--- config.mk ---
export PLATFORM = sky130hd
export DESIGN_NAME = uart_tx_engine_flat
export DESIGN_NICKNAME = d
export VERILOG_FILES = /design/src/rtl/uart_pkg.sv /design/src/rtl/uart_tx_engine_if.sv /design/src/rtl/uart_sync_fifo.sv /design/src/rtl/uart_tx_engine.sv /design/src/flat_wrapper.sv
export SDC_FILE = /design/constraint.sdc
export NUM_CORES = 1
export LEC_CHECK = 0
export CORE_UTILIZATION = 30
export CTS_CLUSTER_DIAMETER = 200
export DETAILED_ROUTE_END_ITERATION = 8
export DONT_BUFFER_PORTS = 1
export GPL_TIMING_DRIVEN = 0
export PLACE_DENSITY = 0.42
export SLEW_MARGIN = 40
export SYNTH_ARGS = -nofsm -noshare
export SYNTH_HDL_FRONTEND = slang
export SYNTH_SLANG_ARGS = --single-unit
export TNS_END_PERCENT = 50
--- constraint.sdc ---
create_clock -name pclk -period 4.1 [get_ports pclk]
set_input_delay 0.41 -clock pclk [delete_from_list [all_inputs] [get_ports pclk]]
set_output_delay 0.41 -clock pclk [all_outputs]
set_load 0.05 [all_outputs]
--- src/rtl/uart_pkg.sv ---
// Shared UART types: transmitter FSM states, frame configuration and parity helper.
// Used by the TX engine and the APB register block.
package uart_pkg;

  localparam int UART_DATA_BITS = 8;
  localparam int UART_DIV_MAX_W = 16;

  typedef enum logic [2:0] {
    IDLE   = 3'd0,
    START  = 3'd1,
    DATA   = 3'd2,
    PARITY = 3'd3,
    STOP   = 3'd4
  } uart_tx_state_e;

  typedef struct packed {
    logic [UART_DIV_MAX_W-1:0] div;
    logic                      stop2;
    logic                      parity_en;
    logic                      parity_odd;
  } uart_frame_cfg_t;

  // Even parity makes the total count of ones even; odd parity is its complement.
  function automatic logic uart_parity_bit(input logic [UART_DATA_BITS-1:0] data,
                                           input logic                      odd);
    uart_parity_bit = odd ? ~^data : ^data;
  endfunction

endpackage

--- src/rtl/uart_tx_engine_if.sv ---
// Write handshake between the register block (master) and the TX engine (slave).
interface uart_tx_engine_if;
  import uart_pkg::*;

  logic [UART_DATA_BITS-1:0] wdata;
  logic                      wvalid;
  logic                      wready;

  modport master (output wdata, output wvalid, input wready);
  modport slave  (input wdata, input wvalid, output wready);

endinterface

--- src/rtl/uart_sync_fifo.sv ---
// Single-clock FIFO with occupancy count; shared by the UART TX and RX paths.
// Pushes while full and pops while empty are ignored.
module uart_sync_fifo #(
  parameter int WIDTH = 8,
  parameter int DEPTH = 8,
  localparam int AW   = $clog2(DEPTH)
) (
  input  logic             clk,
  input  logic             rst_n,
  input  logic             push,
  input  logic [WIDTH-1:0] wdata,
  input  logic             pop,
  output logic [WIDTH-1:0] rdata,
  output logic [AW:0]      count,
  output logic             full,
  output logic             empty
);

  logic [WIDTH-1:0] r_mem [DEPTH];
  logic [AW-1:0]    r_wr_ptr;
  logic [AW-1:0]    r_rd_ptr;
  logic [AW:0]      r_count;
  logic             w_push;
  logic             w_pop;

  assign full   = (r_count == (AW+1)'(DEPTH));
  assign empty  = (r_count == {(AW+1){1'b0}});
  assign w_push = push && !full;
  assign w_pop  = pop && !empty;
  assign rdata  = r_mem[r_rd_ptr];
  assign count  = r_count;

  // Storage array: no reset needed, an entry is only read after being written.
  always_ff @(posedge clk) begin
    if (w_push) begin
      r_mem[r_wr_ptr] <= wdata;
    end
  end

  // Pointers wrap naturally; count holds on simultaneous push and pop.
  always_ff @(posedge clk) begin
    if (!rst_n) begin
      r_wr_ptr <= {AW{1'b0}};
      r_rd_ptr <= {AW{1'b0}};
      r_count  <= {(AW+1){1'b0}};
    end else begin
      if (w_push) begin
        r_wr_ptr <= r_wr_ptr + AW'(1);
      end
      if (w_pop) begin
        r_rd_ptr <= r_rd_ptr + AW'(1);
      end
      case ({w_push, w_pop})
        2'b10:   r_count <= r_count + (AW+1)'(1);
        2'b01:   r_count <= r_count - (AW+1)'(1);
        default: r_count <= r_count;
      endcase
    end
  end

endmodule

--- src/rtl/uart_tx_engine.sv ---
// UART transmitter: byte FIFO feeding a start/data/parity/stop serializer.
// Optional parity bit built only when UART_TX_PARITY_EN is defined.
module uart_tx_engine
  import uart_pkg::*;
#(
  parameter int  DIV_WIDTH  = 16,
  parameter int  FIFO_DEPTH = 8,
  localparam int CNT_W      = $clog2(FIFO_DEPTH) + 1
) (
  input  logic                 pclk,
  input  logic                 presetn,
  input  logic                 tx_en,
  input  logic [DIV_WIDTH-1:0] baud_div,
  input  logic                 stop2,
  input  logic                 parity_en,
  input  logic                 parity_odd,
  uart_tx_engine_if.slave      wr_if,
  output logic                 txd,
  output logic                 tx_busy,
  output logic                 tx_done,
  output logic [CNT_W-1:0]     fifo_cnt,
  output logic                 fifo_empty,
  output logic                 fifo_full
);

  uart_tx_state_e            r_state;
  uart_tx_state_e            w_state_nxt;
  logic [DIV_WIDTH-1:0]      r_baud_cnt;
  logic [DIV_WIDTH-1:0]      w_baud_nxt;
  logic [UART_DATA_BITS-1:0] r_shift;
  logic [UART_DATA_BITS-1:0] w_shift_nxt;
  logic [2:0]                r_bit_idx;
  logic [2:0]                w_bit_idx_nxt;
  logic                      r_stop_idx;
  logic                      w_stop_idx_nxt;
  uart_frame_cfg_t           r_cfg;
  uart_frame_cfg_t           w_cfg_nxt;
  uart_frame_cfg_t           w_cfg_in;
  logic                      r_txd;
  logic                      w_txd_nxt;
  logic                      r_tx_busy;
  logic                      r_tx_done;
  logic                      w_done_nxt;

  logic                      w_pop;
  logic                      w_load;
  logic                      w_bit_end;
  logic                      w_start_ok;
  logic [DIV_WIDTH-1:0]      w_reload;
  logic [UART_DATA_BITS-1:0] w_fifo_rdata;
  logic [CNT_W-1:0]          w_fifo_cnt;
  logic                      w_fifo_full;
  logic                      w_fifo_empty;

`ifdef UART_TX_PARITY_EN
  logic [UART_DATA_BITS-1:0] r_byte;
  logic [UART_DATA_BITS-1:0] w_byte_nxt;
`else
  logic                      w_unused_parity;
  assign w_unused_parity = r_cfg.parity_en ^ r_cfg.parity_odd;
`endif

  uart_sync_fifo #(
    .WIDTH (UART_DATA_BITS),
    .DEPTH (FIFO_DEPTH)
  ) u_fifo (
    .clk   (pclk),
    .rst_n (presetn),
    .push  (wr_if.wvalid),
    .wdata (wr_if.wdata),
    .pop   (w_pop),
    .rdata (w_fifo_rdata),
    .count (w_fifo_cnt),
    .full  (w_fifo_full),
    .empty (w_fifo_empty)
  );

  assign wr_if.wready = !w_fifo_full;
  assign fifo_cnt     = w_fifo_cnt;
  assign fifo_full    = w_fifo_full;
  assign fifo_empty   = w_fifo_empty;
  assign txd          = r_txd;
  assign tx_busy      = r_tx_busy;
  assign tx_done      = r_tx_done;

  assign w_cfg_in.div        = UART_DIV_MAX_W'(baud_div);
  assign w_cfg_in.stop2      = stop2;
  assign w_cfg_in.parity_en  = parity_en;
  assign w_cfg_in.parity_odd = parity_odd;

  assign w_bit_end  = (r_baud_cnt == {DIV_WIDTH{1'b0}});
  assign w_start_ok = tx_en && !w_fifo_empty;
  assign w_reload   = r_cfg.div[DIV_WIDTH-1:0];

  // Next-state logic; a frame load (from IDLE or back-to-back from STOP) is shared.
  always_comb begin
    w_state_nxt    = r_state;
    w_baud_nxt     = r_baud_cnt;
    w_shift_nxt    = r_shift;
    w_bit_idx_nxt  = r_bit_idx;
    w_stop_idx_nxt = r_stop_idx;
    w_cfg_nxt      = r_cfg;
    w_txd_nxt      = r_txd;
    w_pop          = 1'b0;
    w_load         = 1'b0;
`ifdef UART_TX_PARITY_EN
    w_byte_nxt     = r_byte;
`endif

    case (r_state)
      IDLE: begin
        if (w_start_ok) begin
          w_load = 1'b1;
        end else begin
          w_txd_nxt = 1'b1;
        end
      end
      START: begin
        if (w_bit_end) begin
          w_state_nxt   = DATA;
          w_baud_nxt    = w_reload;
          w_txd_nxt     = r_shift[0];
          w_shift_nxt   = {1'b0, r_shift[UART_DATA_BITS-1:1]};
          w_bit_idx_nxt = 3'd0;
        end else begin
          w_baud_nxt = r_baud_cnt - DIV_WIDTH'(1);
        end
      end
      DATA: begin
        if (w_bit_end) begin
          w_baud_nxt = w_reload;
          if (r_bit_idx == 3'(UART_DATA_BITS - 1)) begin
`ifdef UART_TX_PARITY_EN
            if (r_cfg.parity_en) begin
              w_state_nxt = PARITY;
              w_txd_nxt   = uart_parity_bit(r_byte, r_cfg.parity_odd);
            end else begin
              w_state_nxt    = STOP;
              w_txd_nxt      = 1'b1;
              w_stop_idx_nxt = 1'b0;
            end
`else
            w_state_nxt    = STOP;
            w_txd_nxt      = 1'b1;
            w_stop_idx_nxt = 1'b0;
`endif
          end else begin
            w_txd_nxt     = r_shift[0];
            w_shift_nxt   = {1'b0, r_shift[UART_DATA_BITS-1:1]};
            w_bit_idx_nxt = r_bit_idx + 3'd1;
          end
        end else begin
          w_baud_nxt = r_baud_cnt - DIV_WIDTH'(1);
        end
      end
      PARITY: begin
        if (w_bit_end) begin
          w_state_nxt    = STOP;
          w_baud_nxt     = w_reload;
          w_txd_nxt      = 1'b1;
          w_stop_idx_nxt = 1'b0;
        end else begin
          w_baud_nxt = r_baud_cnt - DIV_WIDTH'(1);
        end
      end
      STOP: begin
        if (!w_bit_end) begin
          w_baud_nxt = r_baud_cnt - DIV_WIDTH'(1);
        end else if (r_stop_idx != r_cfg.stop2) begin
          w_stop_idx_nxt = 1'b1;
          w_baud_nxt     = w_reload;
        end else if (w_start_ok) begin
          w_load = 1'b1;
        end else begin
          w_state_nxt = IDLE;
          w_txd_nxt   = 1'b1;
        end
      end
      default: begin
        w_state_nxt = IDLE;
        w_txd_nxt   = 1'b1;
      end
    endcase

    // Frame settings are captured here and held until the frame ends.
    if (w_load) begin
      w_pop          = 1'b1;
      w_state_nxt    = START;
      w_shift_nxt    = w_fifo_rdata;
      w_cfg_nxt      = w_cfg_in;
      w_baud_nxt     = baud_div;
      w_txd_nxt      = 1'b0;
      w_bit_idx_nxt  = 3'd0;
      w_stop_idx_nxt = 1'b0;
`ifdef UART_TX_PARITY_EN
      w_byte_nxt     = w_fifo_rdata;
`endif
    end else begin
      w_pop = 1'b0;
    end
  end

  // tx_done is registered, so it is predicted from the cycle about to begin.
  assign w_done_nxt = (w_state_nxt == STOP) &&
                      (w_baud_nxt == {DIV_WIDTH{1'b0}}) &&
                      (w_stop_idx_nxt == w_cfg_nxt.stop2);

  // State and output registers; reset abandons any frame and idles the line.
  always_ff @(posedge pclk) begin
    if (!presetn) begin
      r_state          <= IDLE;
      r_baud_cnt       <= {DIV_WIDTH{1'b0}};
      r_shift          <= {UART_DATA_BITS{1'b0}};
      r_bit_idx        <= 3'd0;
      r_stop_idx       <= 1'b0;
      r_cfg.div        <= {UART_DIV_MAX_W{1'b0}};
      r_cfg.stop2      <= 1'b0;
      r_cfg.parity_en  <= 1'b0;
      r_cfg.parity_odd <= 1'b0;
      r_txd            <= 1'b1;
      r_tx_busy        <= 1'b0;
      r_tx_done        <= 1'b0;
    end else begin
      r_state    <= w_state_nxt;
      r_baud_cnt <= w_baud_nxt;
      r_shift    <= w_shift_nxt;
      r_bit_idx  <= w_bit_idx_nxt;
      r_stop_idx <= w_stop_idx_nxt;
      r_cfg      <= w_cfg_nxt;
      r_txd      <= w_txd_nxt;
      r_tx_busy  <= (w_state_nxt != IDLE);
      r_tx_done  <= w_done_nxt;
    end
  end

`ifdef UART_TX_PARITY_EN
  // Copy of the frame byte kept intact for the parity bit while the shifter drains.
  always_ff @(posedge pclk) begin
    if (!presetn) begin
      r_byte <= {UART_DATA_BITS{1'b0}};
    end else begin
      r_byte <= w_byte_nxt;
    end
  end
`endif

endmodule

--- src/flat_wrapper.sv ---
// flat-port wrapper written by rule: the top's interface ports become plain ports
module uart_tx_engine_flat import uart_pkg::*;
#(
  parameter int  DIV_WIDTH  = 16,
  parameter int  FIFO_DEPTH = 8,
  localparam int CNT_W      = $clog2(FIFO_DEPTH) + 1
)
  (pclk, presetn, tx_en, baud_div, stop2, parity_en, parity_odd, txd, tx_busy, tx_done, fifo_cnt, fifo_empty, fifo_full, wr_if_wdata, wr_if_wvalid, wr_if_wready);
  uart_tx_engine_if wr_if_i ();
  input  logic pclk;
  input  logic presetn;
  input  logic tx_en;
  input  logic [DIV_WIDTH-1:0] baud_div;
  input  logic stop2;
  input  logic parity_en;
  input  logic parity_odd;
  output logic txd;
  output logic tx_busy;
  output logic tx_done;
  output logic [CNT_W-1:0] fifo_cnt;
  output logic fifo_empty;
  output logic fifo_full;
  input wire logic [$bits(wr_if_i.wdata)-1:0] wr_if_wdata;
  input wire logic [$bits(wr_if_i.wvalid)-1:0] wr_if_wvalid;
  output wire logic [$bits(wr_if_i.wready)-1:0] wr_if_wready;
  assign wr_if_i.wdata = wr_if_wdata;
  assign wr_if_i.wvalid = wr_if_wvalid;
  assign wr_if_wready = wr_if_i.wready;
  uart_tx_engine #(.DIV_WIDTH(DIV_WIDTH), .FIFO_DEPTH(FIFO_DEPTH)) u_core (.pclk(pclk), .presetn(presetn), .tx_en(tx_en), .baud_div(baud_div), .stop2(stop2), .parity_en(parity_en), .parity_odd(parity_odd), .wr_if(wr_if_i), .txd(txd), .tx_busy(tx_busy), .tx_done(tx_done), .fifo_cnt(fifo_cnt), .fifo_empty(fifo_empty), .fifo_full(fifo_full));
endmodule
==> flow_summary.ini <==
[min_path]
hp-class = in -> reg
holdPathEnd = u_core.txd
hold_depth = 1
min-delay-start = presetn

[cts]
tritoncts = built
clk_latency_ns = 0.42
clock_path_buffers = 2
htreeDepth = 4
cts_buffers = 17
clockRootBuffer = clkbuf_16
cts.sinks = 128
clk_pin_slew_worst_paths_ns = 0.06

[placement]
dp_hpwl_microns = 11200
numPortBuffers = 0
gp_congestion = 0.883
place_area_sq_um = 6290

[die]
chipHeight_microns = 142
die_w_microns = 142
dieArea_sq_um = 20100
core_area_sq_um = 18900
io_pins = 41
start_util = 0.310
fp-row-count = 50

[final_layout]
drive_gt1_frac = 0.172
fin_util = 0.361
finalNetCount = 598
final_common_cell = nand2_1
final_cell_mix = 69 x nand2_1, 64 x dfxtp_1, 64 x edfxtp_1
n_antenna_cell = 0
area_growth_syn_to_layout_pct = 16.7
final_cell_area_sq_um = 6830

[setup_path]
slowest_delay_ns = 0.39
regToRegStartpoint = u_core.r_cfg[2]
endpoint_kind = flip-flop
path_class = reg -> reg
crit_path_frequent_cell = ha_1
path_cells = inv_1 -> ha_1 -> nor4_1 -> nand4_1 -> a21o_1 -> buf_6 -> inv_2 -> clkbuf_4 -> ha_1 -> ha_1 -> a21o_1 -> a21oi_1 -> xnor2_1 -> or3_1 -> a21oi_1
crit_arrival_ns = 4.04
r2r-end = u_core.u_fifo.count[3]
crit_fanout = 19
start_kind = flip-flop
ff2ff_path_depth = 15
r2r_slack_ns = 0.40
critical_path.slowest_cell = dfxtp_1
cp.required_ns = 4.44

[yosys]
synth_edf_count = 64
syn_area_sq_um = 5850
synth_nets = 569
synth_area_leaders = edfxtp_1 33%, dfxtp_1 22%, mux4_2 6.2%
synthCells = 527
synth-main-ff-cell = edfxtp_1
ys_warn_count = 0
synthArstFlopShare = 0
synth_cell_type_count = 70
synth.avg_cell_area_sq_um = 11.1
ys_seq_area_frac = 0.547
yosysTopAreaCell = edfxtp_1
yosys.area.top_type_share = 0.328
synth_seq_cells = 128

[pwr]
powerDensity_nw_per_um2 = 763
cellLeakagePower_nw = 2.33
vdd_ir_drop_max_mv = 0.320

[timing]
tns_ns = 0
drv_slew = 0
max_freq_mhz = 270
setup_viol = 0
hold_viol = 0
finalClockSkew_ns = 0.00786
slew_headroom = 0.448
worst_slew_pin_slew_ns = 0.829
fin_crit_sh = 0.902
rsz0062_at_grt = no
min_period_ns = 3.70

[drt]
drt-total-wl_microns = 15400
firstDrtPassIters = 4
antenna_left = 0
initialDrtViolationCount = 153
viasPerCell = 5.05
drc_errors = 0
route.vias.total = 4187
wire_per_inst_microns = 18.6

[global_routing]
grt_use_total = 0.165
antenna_found_initial = 0
grt_pass1_vias = 4150
grt_max_degree = 20
grt_pass1_wl_microns = 24300
gr-total-overflow = 0

[flow_run]
maxCapViolations = 0

[status]
outcome = finished clean
-- cell type report --
class | count | area (sq um)
plain buffers | 31 | 158
clock buffers | 19 | 433
clock inverters | 13 | 105
fillers | 1936 | 12100
inverters | 11 | 41.3
multi-input cells | 356 | 2500
flip-flops and latches | 128 | 3200
well taps | 260 | 325
repair buffers | 11 | 65.1
-- state kept, by name (all words and copies together) (netlist names), named ones only --
| signal | count |
|---|---|
| u_core.tx_busy | 1 |
| u_core.u_fifo.r_wr_ptr | 3 |
| u_core.r_state | 3 |
| u_core.r_shift | 8 |
| u_core.txd | 1 |
| u_core.u_fifo.r_mem | 64 |
| u_core.r_baud_cnt | 16 |
| u_core.r_cfg | 1 |
| u_core.u_fifo.r_rd_ptr | 3 |
| u_core.w_reload | 16 |
| u_core.r_bit_idx | 3 |
| u_core.tx_done | 1 |
| u_core.u_fifo.count | 4 |
| u_core.r_stop_idx | 1 |
-- synthesized netlist by cell type, types with 4 or more instances --
library cell / instances
nand2_1: 69
dfxtp_1: 64
edfxtp_1: 64
a21oi_1: 44
nor2_1: 43
o21ai_0: 21
mux4_2: 16
nor3_1: 16
clkbuf_1: 14
nand3_1: 13
a211oi_1: 10
ha_1: 10
inv_1: 10
nor4_1: 9
nor2b_1: 7
a21o_1: 6
a311oi_1: 6
buf_1: 6
buf_2: 6
or3_1: 6
xor2_1: 6
buf_4: 4
nand4_1: 4
nor3b_1: 4
o21ai_1: 4
xnor2_1: 4
-- per-layer routing --
metal,wire length [microns],up-vias,global-route usage
met2,7450,82,0.274
met5,0,-,0
met4,464,0,0.0775
met1,6800,2045,0.202
met3,682,29,0.0391
li1,-,2031,-
-- worst max-delay path, delay by kind of cell, from the launching register on --
kind	cells	cell delay, ns
compound gates	4	0.75
xor+xnor	1	0.09
flops	1	0.39
buf+inv	4	0.65
fa+ha+maj	3	0.84
simple gates	3	0.89
-- power breakdown --
| group | internal (mW) | switching (mW) |
|---|---|---|
| Clock | 0.783 | 0.599 |
| Sequential | 1.57 | 0.269 |
| Combinational | 0.783 | 1.21 |
-- kinds of logic after synthesis --
logic type               share of synthesized area
AO/OA/AOI/OAI                                0.134
XOR/XNOR                                    0.0150
adder cells (fa/ha/maj)                     0.0248
buffers and inverters                       0.0340
flip-flops                                   0.547
multiplexers                                0.0695
AND/OR/NAND/NOR                              0.175
-- worst max path at each step --
stage	to	slack (ns)	startpoint	cells past startpoint
after global placement	u_core.u_fifo.count[3]	-0.18	u_core.r_cfg[2]	16
after detailed placement	u_core.u_fifo.count[3]	-0.22	u_core.r_cfg[2]	16
final	u_core.u_fifo.count[3]	0.40	u_core.r_cfg[2]	15
after global routing	u_core.u_fifo.count[3]	0.1	u_core.r_cfg[2]	15
after CTS	u_core.u_fifo.count[3]	0.28	u_core.r_cfg[2]	15
after floorplan	u_core.u_fifo.count[3]	0.79	u_core.r_cfg[2]	16
-- stage by stage --
step	instances	setup slack, ns	power [mW]	hold WS, ns
final	829	0.402	5.21	0.0706
after floorplan	527	0.791	3.31	0.436
after global routing	829	0.0986	5.55	0.0615
after CTS	829	0.282	5.25	0.0577
after detailed placement	798	-0.224	3.87	0.447
after global placement	787	-0.179	3.83	0.446
-- repair_timing --
action	in CTS	in global routing
hold buffers	0	0
buffers inserted	0	0
setup endpoints to repair	2	1
gates cloned	0	0
resized for setup	0	1
hold endpoints to repair	0	0
No activity file was read; power rests on OpenSTA's default activity.
